**config.mk**
```make
export PLATFORM = sky130hd
export DESIGN_NAME = seg_arbiter_flat
export DESIGN_NICKNAME = d
export VERILOG_FILES = /design/src/rtl/seg_pkg.sv /design/src/rtl/seg_arbiter_if.sv /design/src/rtl/seg_rr_pick.sv /design/src/rtl/seg_arbiter.sv /design/src/flat_wrapper.sv
export SDC_FILE = /design/constraint.sdc
export NUM_CORES = 1
export LEC_CHECK = 0
export CAP_MARGIN = 20
export CORE_MARGIN = 2
export CORE_UTILIZATION = 50
export DETAILED_ROUTE_END_ITERATION = 12
export GPL_TIMING_DRIVEN = 0
export HOLD_SLACK_MARGIN = 0.06
export PLACE_DENSITY = 0.92
export SYNTH_ARGS = -nofsm -noshare
export SYNTH_HDL_FRONTEND = slang
export SYNTH_SLANG_ARGS = --single-unit
```
**constraint.sdc**
```tcl
create_clock -name CLK -period 7.3 [get_ports CLK]
set_clock_uncertainty 0.1 [all_clocks]
set_input_delay 1.46 -clock CLK [delete_from_list [all_inputs] [get_ports CLK]]
set_output_delay 1.46 -clock CLK [all_outputs]
set_load 0.02 [all_outputs]
```
**src/rtl/seg_pkg.sv**
```systemverilog
// Shared types and defaults for the seven-segment display arbiter.
//   state_e      : arbiter state (IDLE / OWN)
//   DEF_*        : default parameter values
//   HOLD_W       : width of the ownership hold counter
//   hold_cycles(): minimum ownership time in clock cycles
package seg_pkg;

  typedef enum logic {
    IDLE = 1'b0,
    OWN  = 1'b1
  } state_e;

  localparam int unsigned DEF_CLK_FREQ = 100_000_000;
  localparam int unsigned DEF_N_REQ    = 4;
  localparam int unsigned DEF_HOLD_MS  = 500;
  localparam int unsigned HOLD_W       = 32;

  // HOLD_MS milliseconds expressed in cycles of a CLK_FREQ Hz clock
  function automatic logic [HOLD_W-1:0] hold_cycles(input int unsigned clk_freq,
                                                    input int unsigned hold_ms);
    return HOLD_W'(hold_ms * (clk_freq / 1000));
  endfunction

endpackage

```
**src/rtl/seg_arbiter_if.sv**
```systemverilog
// Request/grant bundle between display sources and the arbiter.
//   req       : per-source level request
//   req_data  : source i's 8 hex digits on [32*i+31 -: 32]
//   grant     : one-hot current owner, zero when idle
//   owner     : index of the current or last owner
//   busy      : |grant
//   disp_data : word forwarded to the seven-segment scan driver
interface seg_arbiter_if import seg_pkg::*; #(
  parameter int unsigned N_REQ = DEF_N_REQ
);
  localparam int unsigned OWN_W = (N_REQ > 1) ? $clog2(N_REQ) : 1;

  logic [N_REQ-1:0]    req;
  logic [32*N_REQ-1:0] req_data;
  logic [N_REQ-1:0]    grant;
  logic [OWN_W-1:0]    owner;
  logic                busy;
  logic [31:0]         disp_data;

  modport master (
    output req, req_data,
    input  grant, owner, busy, disp_data
  );

  modport slave (
    input  req, req_data,
    output grant, owner, busy, disp_data
  );
endinterface

```
**src/rtl/seg_rr_pick.sv**
```systemverilog
// Combinational round-robin picker.
//   req   : request vector
//   ptr   : first index in the search order
//   excl  : indices to ignore (the current owner during a handover)
//   found : some non-excluded request is set
//   idx   : first such request searching ptr, ptr+1, ... mod N_REQ
module seg_rr_pick import seg_pkg::*; #(
  parameter int unsigned N_REQ = DEF_N_REQ,
  localparam int unsigned PW   = $clog2(N_REQ)
) (
  input  logic [N_REQ-1:0] req,
  input  logic [PW-1:0]    ptr,
  input  logic [N_REQ-1:0] excl,
  output logic             found,
  output logic [PW-1:0]    idx
);

  logic [N_REQ-1:0] cand;
  assign cand = req & ~excl;

  // Walk the search order backwards so the nearest candidate to ptr wins
  always_comb begin
    found = 1'b0;
    idx   = '0;
    for (int unsigned k = N_REQ; k > 0; k--) begin
      int unsigned    pos;
      logic [PW-1:0]  pos_w;
      pos   = (32'(ptr) + k - 1) % N_REQ;
      pos_w = PW'(pos);
      if (cand[pos_w]) begin
        found = 1'b1;
        idx   = pos_w;
      end
    end
  end

endmodule

```
**src/rtl/seg_arbiter.sv**
```systemverilog
// Round-robin owner of the shared eight-digit seven-segment display.
// A source keeps the display for at least HOLD_CYC cycles under contention,
// may release it early, and is handed over without an idle cycle at expiry.
//   CLK, RST : clock and synchronous active-high reset
//   bus      : slave side of seg_arbiter_if (req/req_data in, grant/owner/busy/disp_data out)
module seg_arbiter import seg_pkg::*; #(
  parameter int unsigned CLK_FREQ = DEF_CLK_FREQ,
  parameter int unsigned N_REQ    = DEF_N_REQ,
  parameter int unsigned HOLD_MS  = DEF_HOLD_MS
) (
  input  logic          CLK,
  input  logic          RST,
  seg_arbiter_if.slave  bus
);

  localparam int unsigned PW = $clog2(N_REQ);
  localparam logic [HOLD_W-1:0] HOLD_LAST = hold_cycles(CLK_FREQ, HOLD_MS) - HOLD_W'(1);

  state_e              state_q, state_d;
  logic [N_REQ-1:0]    grant_q, grant_d;
  logic [PW-1:0]       owner_q, owner_d;
  logic [PW-1:0]       ptr_q, ptr_d;
  logic [HOLD_W-1:0]   hold_q, hold_d;
  logic [31:0]         data_q, data_d;
  logic                busy_q, busy_d;

  logic [31:0]         src_data [N_REQ];
  logic                pick_found;
  logic [PW-1:0]       pick_idx;
  logic [N_REQ-1:0]    pick_oh;
  logic [PW-1:0]       pick_next;

  // Per-source view of the packed data bus
  for (genvar i = 0; i < N_REQ; i++) begin : g_src
    assign src_data[i] = bus.req_data[32*i +: 32];
  end

  // grant_q masks out the current owner; it is zero while idle
  seg_rr_pick #(.N_REQ(N_REQ)) u_pick (
    .req   (bus.req),
    .ptr   (ptr_q),
    .excl  (grant_q),
    .found (pick_found),
    .idx   (pick_idx)
  );

  // One-hot of the pick and the pointer position just past it
  always_comb begin
    pick_oh           = '0;
    pick_oh[pick_idx] = 1'b1;
    pick_next         = (pick_idx == PW'(N_REQ - 1)) ? '0 : pick_idx + PW'(1);
  end

  // Next-state and output logic
  always_comb begin
    state_d = state_q;
    grant_d = grant_q;
    owner_d = owner_q;
    ptr_d   = ptr_q;
    hold_d  = hold_q;
    data_d  = data_q;

    unique case (state_q)
      IDLE: begin
        if (pick_found) begin
          state_d = OWN;
          grant_d = pick_oh;
          owner_d = pick_idx;
          ptr_d   = pick_next;
          hold_d  = '0;
          data_d  = src_data[pick_idx];
        end
      end
      OWN: begin
        if (!bus.req[owner_q]) begin
          // early release; disp_data keeps the last shown word
          state_d = IDLE;
          grant_d = '0;
        end else if (hold_q < HOLD_LAST) begin
          hold_d = hold_q + HOLD_W'(1);
          data_d = src_data[owner_q];
        end else if (pick_found) begin
          // direct handover: old grant falls and new rises on one edge
          grant_d = pick_oh;
          owner_d = pick_idx;
          ptr_d   = pick_next;
          hold_d  = '0;
          data_d  = src_data[pick_idx];
        end else begin
          // hold saturated, nobody waiting
          data_d = src_data[owner_q];
        end
      end
      default: state_d = IDLE;
    endcase

    busy_d = |grant_d;
  end

  // State and output registers
  always_ff @(posedge CLK) begin
    if (RST) begin
      state_q <= IDLE;
      grant_q <= '0;
      owner_q <= '0;
      ptr_q   <= '0;
      hold_q  <= '0;
      data_q  <= '0;
      busy_q  <= 1'b0;
    end else begin
      state_q <= state_d;
      grant_q <= grant_d;
      owner_q <= owner_d;
      ptr_q   <= ptr_d;
      hold_q  <= hold_d;
      data_q  <= data_d;
      busy_q  <= busy_d;
    end
  end

  assign bus.grant     = grant_q;
  assign bus.owner     = owner_q;
  assign bus.busy      = busy_q;
  assign bus.disp_data = data_q;

endmodule

```
**src/flat_wrapper.sv**
```systemverilog
// flat-port wrapper written by rule: the top's interface ports become plain ports
module seg_arbiter_flat import seg_pkg::*;
#(
  parameter int unsigned CLK_FREQ = DEF_CLK_FREQ,
  parameter int unsigned N_REQ    = DEF_N_REQ,
  parameter int unsigned HOLD_MS  = DEF_HOLD_MS
)
  (CLK, RST, bus_req, bus_req_data, bus_grant, bus_owner, bus_busy, bus_disp_data);
  seg_arbiter_if #(.N_REQ(N_REQ)) bus_i ();
  input  logic CLK;
  input  logic RST;
  input wire logic [$bits(bus_i.req)-1:0] bus_req;
  input wire logic [$bits(bus_i.req_data)-1:0] bus_req_data;
  output wire logic [$bits(bus_i.grant)-1:0] bus_grant;
  output wire logic [$bits(bus_i.owner)-1:0] bus_owner;
  output wire logic [$bits(bus_i.busy)-1:0] bus_busy;
  output wire logic [$bits(bus_i.disp_data)-1:0] bus_disp_data;
  assign bus_i.req = bus_req;
  assign bus_i.req_data = bus_req_data;
  assign bus_grant = bus_i.grant;
  assign bus_owner = bus_i.owner;
  assign bus_busy = bus_i.busy;
  assign bus_disp_data = bus_i.disp_data;
  seg_arbiter #(.CLK_FREQ(CLK_FREQ), .N_REQ(N_REQ), .HOLD_MS(HOLD_MS)) u_core (.CLK(CLK), .RST(RST), .bus(bus_i));
endmodule
```
==> results of run 1 <==
## synth_stat cells (all sizes together), types with 3 or more instances
library cell,count
nand3,26
a32o,33
or3,5
or4,4
a21o,6
and3,8
clkbuf,31
nor3b,4
o211ai,5
a211oi,3
and2,10
mux4,33
nor2,21
nand4,14
dfxtp,74
nand2b,5
nor2b,5
o21ai,41
a22oi,32
o21bai,3
mux2i,11
buf,21
inv,5
a21oi,47
nand2,129
o311ai,3
nor3,6
## power breakdown
group          internal, uW  total [uW]  leakage, uW  switching [uW]
combinational           376         820      0.00196             444
clock                   177         341     0.000101             164
sequential              460         503     0.000605            42.9
## cell type report
cell class	count	share of cell area
plain buffers	52	0.0354
clock buffers	14	0.0224
multi-input cells	481	0.470
clock inverters	2	0.00483
repair buffers	172	0.237
well taps	136	0.0235
inverters	5	0.00259
flip-flops and latches	74	0.204
## layer usage
metal	global-route usage	up-vias	share of wire
met3	0.0847	86	0.10
met5	0	-	0
li1	-	2697	-
met1	0.372	2891	0.36
met4	0.183	0	0.044
met2	0.571	455	0.50
## critical path, stage by stage
cell and delay (ns):
clkdlybuf4s50_1 0.54, nor3b_1 0.34, a211oi_1 0.09, o21ai_1 0.47, clkbuf_1 0.47, clkbuf_1 0.44, inv_1 0.12, ha_1 0.25
o311ai_0 0.33, o31ai_1 0.12
## stage by stage
step / hold WS (ns) / instances / util
after floorplan: 0.330 / 612 / -
after global placement: 0.344 / 920 / 0.693
after detailed placement: 0.355 / 920 / 0.693
after CTS: 0.376 / 936 / 0.712
after global routing: 0.401 / 936 / 0.712
final: 0.375 / 936 / 0.712
## cells by family after synthesis
family                   after synthesis  synth area share
flip-flops                            74             0.287
AND/OR/NAND/NOR                      248             0.231
AO/OA/AOI/OAI                        185             0.256
adder cells (fa/ha/maj)                2           0.00484
XOR/XNOR                               2           0.00339
buffers and inverters                 57            0.0533
multiplexers                          44             0.165
## worst paths after layout
kind	slack, ns	start	end	cells past startpoint
max	2.80	bus_req[0]	u_core.bus.busy$_SDFF_PP0_	10
min	0.38	u_core.hold_q[29]$_SDFFE_PP0N_	u_core.hold_q[29]$_SDFFE_PP0N_	1
max reg2reg	4.05	u_core.bus.grant[3]$_SDFF_PP0_	u_core.bus.busy$_SDFF_PP0_	9
min reg2reg	0.38	u_core.hold_q[29]$_SDFFE_PP0N_	u_core.hold_q[29]$_SDFFE_PP0N_	1
## state kept, by name, summed over array words and instances, names as in the netlist
register	cells
u_core.bus.disp_data	32
u_core.bus.busy	1
u_core.bus.grant	4
u_core.ptr_q	2
u_core.hold_q	32
u_core.bus.owner	2
u_core.state_q	1
## cell usage in the layout (no fill, tap or decap), types with 8 or more instances in the layout
master / n
a32o_1: 33
a21oi_1: 45
buf_2: 17
nand2_1: 127
mux2i_1: 11
mux4_2: 33
clkbuf_1: 30
nand3_1: 26
o21ai_0: 30
and2_1: 8
nor2_1: 21
clkdlybuf4s50_1: 172
a22oi_1: 32
dfxtp_1: 74
o21ai_1: 11
nand4_1: 14
clkbuf_8: 12
==> reports/results.tsv, run 1 <==
metric	value	unit
CP arrival	4.64	ns
area of the mapped netlist	0.00516	sq mm
Worst Path Required	7.44	ns
GR Overflow Total	0	
final setup TNS	0	ns
Hold Vio Cnt, Final	0	
Static Leak	0.00266	uW
Tot Pwr	1660	uW
Pwr Density	229	mW/mm^2
Post-Place Worst Slack	2.50	ns
Clock transition at path regs	0.08	ns
synth top area cells	dfxtp_1 (29%), mux4_2 (14%), nand2_1 (9.2%), a32o_1 (6.4%), a22oi_1 (4.7%)	
RSZ-0062 raised after global routing	false	
CTS resizes	0	
layout net count	931	
final setup fails	0	
register area	0.00148	sq mm
row cnt	37	
Min Clock Period, post-route	4.50	ns
All-Layer GR Usage	0.331	
status	completed	
fin worst setup slack	2.80	ns
residual DRC count	0	
layout cells sized above 1	0.115	
Final Cell Area	0.00725	sq mm
Mapped Avg Cell Area	8.44	sq um
Yosys top cell area share	0.287	
DIE AREA	0.0112	sq mm
RD Place Congestion	0.938	
number of buffers created by CTS	9	
placed cell area	0.00706	sq mm
HPWL after DPL	14400	um
die width	106	um
top_reg_cell synth	dfxtp_1	
Syn Nets	748	
synthesis-stage register bit count	74	
cells after synthesis	612	
crit path max fanout	10	
CP Capture Type	flip-flop	
Diodes inserted	0	
critical path class	in -> reg	
clock buffer depth	2	
Multi-input gate area	0.00341	sq mm
ys async rst share	0	
vias in the first global route	6144	
crit path launch type	input port	
CTS Root Cell	clkbuf_8	
FILL cells	741	
TritonCTS clock tree	built	
Via density	6.55	
relative slew slack	0.428	
Synth area leader	dfxtp_1	
number of detailed-route iterations in the first pass	10	
Clock Latency Late Sink	0.37	ns
hold_buf cts	0	
Die Y	106	um
worst ir drop on vdd	0.000135	V
Min-Delay Path Class	reg -> reg	
Seq/Total Area, Yosys	0.287	
Antenna Violating Nets Remaining	0	
Post-synth EDFFs	0	
DR WL/cell	20.2	um
Unique masters post-synth	65	
number of setup buffers added after CTS	0	
largest net degree at the start of global routing	12	
first-pass GRT wire length	29600	um
Syn-to-layout area delta	40.5	%
core area	0.0102	sq mm
H-tree level count	3	
period utilisation layout	0.617	
max-cap violations	0	
final wirelength	18900	um
Yosys warning total	0	
Initial Utilization	0.507	
slew at the pin with the worst max-slew slack	0.859	ns
fmax	0.222	GHz
initial antenna violation count	0	
Port Buf Inserts	172	
max-slew violation count	0	
CTS Sinks	74	
total vias in the final route	6129	
io pins	173	
DRT iter0 DRCs	626	
(Power assumes the default switching activity.)
==> run 2: changes to the inputs <==
--- a/config.mk
+++ b/config.mk
@@ -7,11 +7,11 @@
 export LEC_CHECK = 0
 export CAP_MARGIN = 20
 export CORE_MARGIN = 2
-export CORE_UTILIZATION = 50
+export CORE_UTILIZATION = 47
 export DETAILED_ROUTE_END_ITERATION = 12
 export GPL_TIMING_DRIVEN = 0
 export HOLD_SLACK_MARGIN = 0.06
-export PLACE_DENSITY = 0.92
+export PLACE_DENSITY = 0.87
 export SYNTH_ARGS = -nofsm -noshare
 export SYNTH_HDL_FRONTEND = slang
 export SYNTH_SLANG_ARGS = --single-unit
==> constraint.sdc (replaced) <==
create_clock -name CLK -period 4.7 [get_ports CLK]
set_clock_uncertainty 0.1 [all_clocks]
set_input_delay 0.94 -clock CLK [delete_from_list [all_inputs] [get_ports CLK]]
set_output_delay 0.94 -clock CLK [all_outputs]
set_load 0.02 [all_outputs]
==> run 2 against run 1 <==
First-iteration DRC count up 14%. Utilization decreased by 4.0 points. Critical path depth stayed put. Largest cell class unchanged. Critical path type unchanged.
==> reports/results.tsv, run 2 (same netlist as run 1, synthesis figures left out) <==
metric	value	unit	change
status	completed		
Max stage delay cell, worst path	clkdlybuf4s50_1		
Clock Latency Late Sink	0.37	ns	about the same
number of setup buffers added after CTS	0		unchanged
Hold Vio Cnt, Final	0		unchanged
Syn-to-layout area delta	40.5	%	unchanged
final setup fails	0		unchanged
vias in the first global route	6085		-0.96%
period utilisation layout	0.839		
RD Place Congestion	0.955		+1.8%
placed cell area	0.00706	sq mm	about the same
Static Leak	0.00266	uW	-0.15%
final setup TNS	0	ns	unchanged
Diodes inserted	0		unchanged
DRT iter0 DRCs	713		+14%
row cnt	38		+2.7%
Final Cell Area	0.00725	sq mm	unchanged
max-slew violation count	0		unchanged
Min-Delay Path Class	reg -> reg		
number of detailed-route iterations in the first pass	5		-5
core area	0.0108	sq mm	+6.0%
initial antenna violation count	0		unchanged
clock buffer depth	2		unchanged
DIE AREA	0.0118	sq mm	+6.1%
total vias in the final route	6156		+0.44%
FILL cells	828		+12%
WP buf/inv	4		unchanged
Via density	6.55		about the same
HPWL after DPL	14600	um	+2.0%
Worst Path Required	4.84	ns	-2.60 ns
layout cells sized above 1	0.118		+0.00250
CP Capture Type	flip-flop		
CP peak stage delay	0.54	ns	about the same
slew at the pin with the worst max-slew slack	0.855	ns	-0.00385 ns
commonest non-fill, non-tap cell in the layout	clkdlybuf4s50_1		
fmax	0.253	GHz	
Pwr Density	357	mW/mm^2	+56%
Die Y	109	um	+3.0%
TritonCTS clock tree	built		
crit path max fanout	10		unchanged
relative slew slack	0.430		+0.00257
GR Overflow Total	0		unchanged
H-tree level count	3		unchanged
max-cap violations	0		unchanged
worst ir drop on vdd	0.000236	V	+74%
hold_buf cts	0		unchanged
CTS Root Cell	clkbuf_8		
cell mode on critical path	clkbuf_1		
crit path launch type	input port		
CTS resizes	0		unchanged
largest net degree at the start of global routing	14		+2
commonest cells after routing, fill and taps aside	clkdlybuf4s50_1 (172), nand2_1 (127), dfxtp_1 (74)		
Cells after DPL	924		+0.43%
io pins	173		unchanged
first-pass GRT wire length	30100	um	+1.5%
Antenna Violating Nets Remaining	0		unchanged
Final Non-Filler Cells	940		+0.43%
Largest delay share family, worst path	buffers and inverters		
Tot Pwr	2590	uW	+56%
residual DRC count	0		unchanged
layout net count	931		unchanged
CP arrival	4.09	ns	-0.55 ns
Port Buf Inserts	172		unchanged
Clock transition at path regs	0.09	ns	about the same
die width	109	um	+3.0%
DR WL/cell	20.8	um	+3.2%
cells along the critical path	clkdlybuf4s50_1, nor3b_1, a211oi_1, o21ai_1, clkbuf_1, clkbuf_1, inv_1, ha_1, o311ai_0, o31ai_1		
number of buffers created by CTS	9		unchanged
final wirelength	19500	um	+3.6%
RSZ-0062 raised after global routing	false		
All-Layer GR Usage	0.328		-0.00295
Min Clock Period, post-route	3.95	ns	
Initial Utilization	0.479		-0.0286
CTS Sinks	74		unchanged
critical path class	in -> reg		
## run 2: where the power goes
group	leakage [uW]	switching (uW)	internal, uW
clock network	0.0000966	272	247
registers	0.000605	67.6	715
logic	0.00196	706	586
## run 2: routing by layer
layer | up-vias | part of all wire | GRT usage
met5 | - | 0 | 0
met4 | 0 | 0.041 | 0.145
met1 | 2893 | 0.36 | 0.390
met3 | 104 | 0.11 | 0.0909
met2 | 459 | 0.49 | 0.553
li1 | 2700 | - | -
## run 2: layout make-up
type                       count  area [sq um]  share of cell area
multi-input combinational    481          3410               0.470
sequential                    74          1480               0.204
clock inverter                 6          65.1             0.00897
timing repair buffer         172          1720               0.237
inverter                       5          18.8             0.00259
tap                          140           175              0.0241
clock buffer                  10           128              0.0176
buffer                        52           256              0.0354
## run 2: worst paths after layout
| path | from | endpoint | cells after the start | slack [ns] |
|---|---|---|---|---|
| worst max-delay path | bus_req[0] | u_core.bus.busy$_SDFF_PP0_ | 10 | 0.75 |
| worst min-delay path | u_core.hold_q[29]$_SDFFE_PP0N_ | u_core.hold_q[29]$_SDFFE_PP0N_ | 1 | 0.38 |
| worst min register to register | u_core.hold_q[29]$_SDFFE_PP0N_ | u_core.hold_q[29]$_SDFFE_PP0N_ | 1 | 0.38 |
| worst max register to register | u_core.bus.grant[0]$_SDFF_PP0_ | u_core.bus.busy$_SDFF_PP0_ | 9 | 1.49 |
## run 2: worst reg2reg max path, cell delays in order, from the launching register on
cell,delay (ns)
dfxtp_1,0.38
nand2b_1,0.20
o221a_2,0.28
o21ai_1,0.29
clkbuf_1,0.46
clkbuf_1,0.50
inv_1,0.15
ha_1,0.27
o311ai_0,0.33
o31ai_1,0.14
## run 2: through the flow
step	hold WS, ns	util	setup WS (ns)
final	0.376	0.672	0.754
after global routing	0.381	0.672	0.531
after floorplan	0.330	-	1.60
after global placement	0.344	0.654	0.424
after CTS	0.372	0.672	0.794
after detailed placement	0.350	0.654	0.447
==> run 3: changes to the inputs <==
--- a/config.mk
+++ b/config.mk
@@ -7,11 +7,11 @@
 export LEC_CHECK = 0
 export CAP_MARGIN = 20
 export CORE_MARGIN = 2
-export CORE_UTILIZATION = 47
+export CORE_UTILIZATION = 42
 export DETAILED_ROUTE_END_ITERATION = 12
 export GPL_TIMING_DRIVEN = 0
 export HOLD_SLACK_MARGIN = 0.06
-export PLACE_DENSITY = 0.87
+export PLACE_DENSITY = 0.82
 export SYNTH_ARGS = -nofsm -noshare
 export SYNTH_HDL_FRONTEND = slang
 export SYNTH_SLANG_ARGS = --single-unit
==> constraint.sdc (replaced) <==
create_clock -name CLK -period 3.3 [get_ports CLK]
set_clock_uncertainty 0.1 [all_clocks]
set_input_delay 0.66 -clock CLK [delete_from_list [all_inputs] [get_ports CLK]]
set_output_delay 0.66 -clock CLK [all_outputs]
set_load 0.02 [all_outputs]
==> run 3 against run 2 <==
Non-clock buffer count is the same. Wire length increased by 2.4%. Sequential share of layout area is 0.43 points lower. Power rose by 56%. Die area increased by 11%. Clock-buffer cell count rose by 1. Critical path depth unchanged. Register-to-register slack worse by 0.97 ns. Hold slack got worse by 0.016 ns. Critical path type unchanged. Clock power increased by 110%. Largest cell class unchanged. Global-route usage down 2.7 points.
==> reports/results.tsv, run 3 (same netlist as run 1, synthesis figures left out) <==
metric	value	unit	change
number of detailed-route iterations in the first pass	5		unchanged
CP Capture Type	flip-flop		
Syn-to-layout area delta	43.5	%	
commonest non-fill, non-tap cell in the layout	clkdlybuf4s50_1		
period utilisation layout	0.940		
slew at the pin with the worst max-slew slack	0.897	ns	+0.0419 ns
first-pass GRT wire length	31300	um	+3.9%
total vias in the final route	6094		-1.0%
Initial Utilization	0.430		-0.0486
RD Place Congestion	0.966		+1.2%
DIE AREA	0.0132	sq mm	+11%
layout cells sized above 1	0.123		+0.00500
crit path launch type	input port		
DRT iter0 DRCs	628		-12%
Clock Latency Late Sink	0.35	ns	-0.02 ns
row cnt	40		+5.3%
Cells after DPL	931		+0.76%
Worst Path Required	3.47	ns	-1.37 ns
Clock transition at path regs	0.06	ns	-0.03 ns
max-cap violations	0		unchanged
Final Cell Area	0.00741	sq mm	+2.1%
H-tree level count	3		unchanged
final setup TNS	0	ns	unchanged
HPWL after DPL	15000	um	+2.2%
Pwr Density	546	mW/mm^2	+53%
Tot Pwr	4050	uW	+56%
final setup fails	0		unchanged
vias in the first global route	6229		+2.4%
Final Non-Filler Cells	948		+0.85%
Port Buf Inserts	172		unchanged
Antenna Violating Nets Remaining	0		unchanged
status	completed		
DR WL/cell	21.1	um	+1.6%
reg-to-reg slack, setup	0.52	ns	-0.97 ns
fmax	0.322	GHz	
worst ir drop on vdd	0.000300	V	+27%
Static Leak	0.00273	uW	+2.6%
GR Overflow Total	0		unchanged
Min-Delay Path Class	reg -> reg		
CTS Root Cell	clkbuf_16		
Fin Hold WS	0.359	ns	-0.0164 ns
max-slew violation count	0		unchanged
io pins	173		unchanged
All-Layer GR Usage	0.301		-0.0268
CTS Sinks	74		unchanged
die width	115	um	+5.6%
FILL cells	994		+20%
Die Y	115	um	+5.6%
placed cell area	0.00707	sq mm	+0.12%
residual DRC count	0		unchanged
number of buffers created by CTS	9		unchanged
clock buffer depth	2		unchanged
RSZ-0062 raised after global routing	false		
largest net degree at the start of global routing	13		-1
commonest cells after routing, fill and taps aside	clkdlybuf4s50_1 (172), nand2_1 (127), dfxtp_1 (74)		
relative slew slack	0.402		-0.0279
Hold Vio Cnt, Final	0		unchanged
core area	0.0120	sq mm	+11%
crit path max fanout	10		unchanged
number of setup buffers added after CTS	0		unchanged
Min Clock Period, post-route	3.10	ns	
final wirelength	20000	um	+2.4%
critical path class	in -> reg		
CP arrival	3.27	ns	-0.82 ns
TritonCTS clock tree	built		
initial antenna violation count	2		+2
Via density	6.43		-1.8%
layout net count	931		unchanged
==> run 3: routing by layer <==
layer	routed length, um	global-route usage	vias up
li1	-	-	2700
met1	7260	0.339	2938
met2	10100	0.526	384
met5	11	0	-
met3	1820	0.0785	70
met4	800	0.152	2
==> run 3: per-stage QoR <==
step,worst slack (ns),util
after floorplan,0.479,-
after global placement,-0.679,0.589
after detailed placement,-0.730,0.589
after CTS,0.0312,0.616
after global routing,0.0140,0.617
final,0.199,0.617
==> run 3: critical path, stage by stage <==
cell and delay (ns):
clkdlybuf4s50_1 0.54, nor2b_1 0.24, a311o_1 0.19, and2_1 0.12, clkbuf_1 0.17, buf_2 0.27
clkbuf_1 0.52, a21oi_1 0.15, a32o_1 0.24, o21ai_0 0.16
==> run 3: path summary, 6_finish.rpt <==
kind / cells past startpoint / from / to
max: 10 / bus_req[2] / u_core.bus.disp_data[8]$_SDFFE_PP0P_
min: 1 / u_core.hold_q[30]$_SDFFE_PP0N_ / u_core.hold_q[30]$_SDFFE_PP0N_
max reg2reg: 9 / u_core.bus.owner[1]$_SDFFE_PP0P_ / u_core.hold_q[11]$_SDFFE_PP0N_
min reg2reg: 1 / u_core.hold_q[30]$_SDFFE_PP0N_ / u_core.hold_q[30]$_SDFFE_PP0N_
==> run 3: final cells by class <==
type / count / area, sq um / share of cell area
repair buffers: 172 / 1720 / 0.232
plain buffers: 52 / 264 / 0.0356
clock inverters: 5 / 77.6 / 0.0105
multi-input cells: 481 / 3420 / 0.461
clock buffers: 11 / 243 / 0.0328
flip-flops and latches: 74 / 1480 / 0.200
inverters: 5 / 18.8 / 0.00253
diodes: 1 / 2.50 / 0.000338
well taps: 147 / 184 / 0.0248
==> run 3: timing repair <==
item | CTS | global route
hold buffers | 0 | 0
endpoints found under the hold margin | 0 | 0
cloned | 0 | 0
gates resized for setup | 3 | 6
setup endpoints to repair | 3 | 2
==> run 3: power breakdown <==
group	leakage, uW	switching [uW]	internal, uW
Combinational	0.00197	1000	841
Sequential	0.000605	92.9	1020
Clock	0.000156	413	681
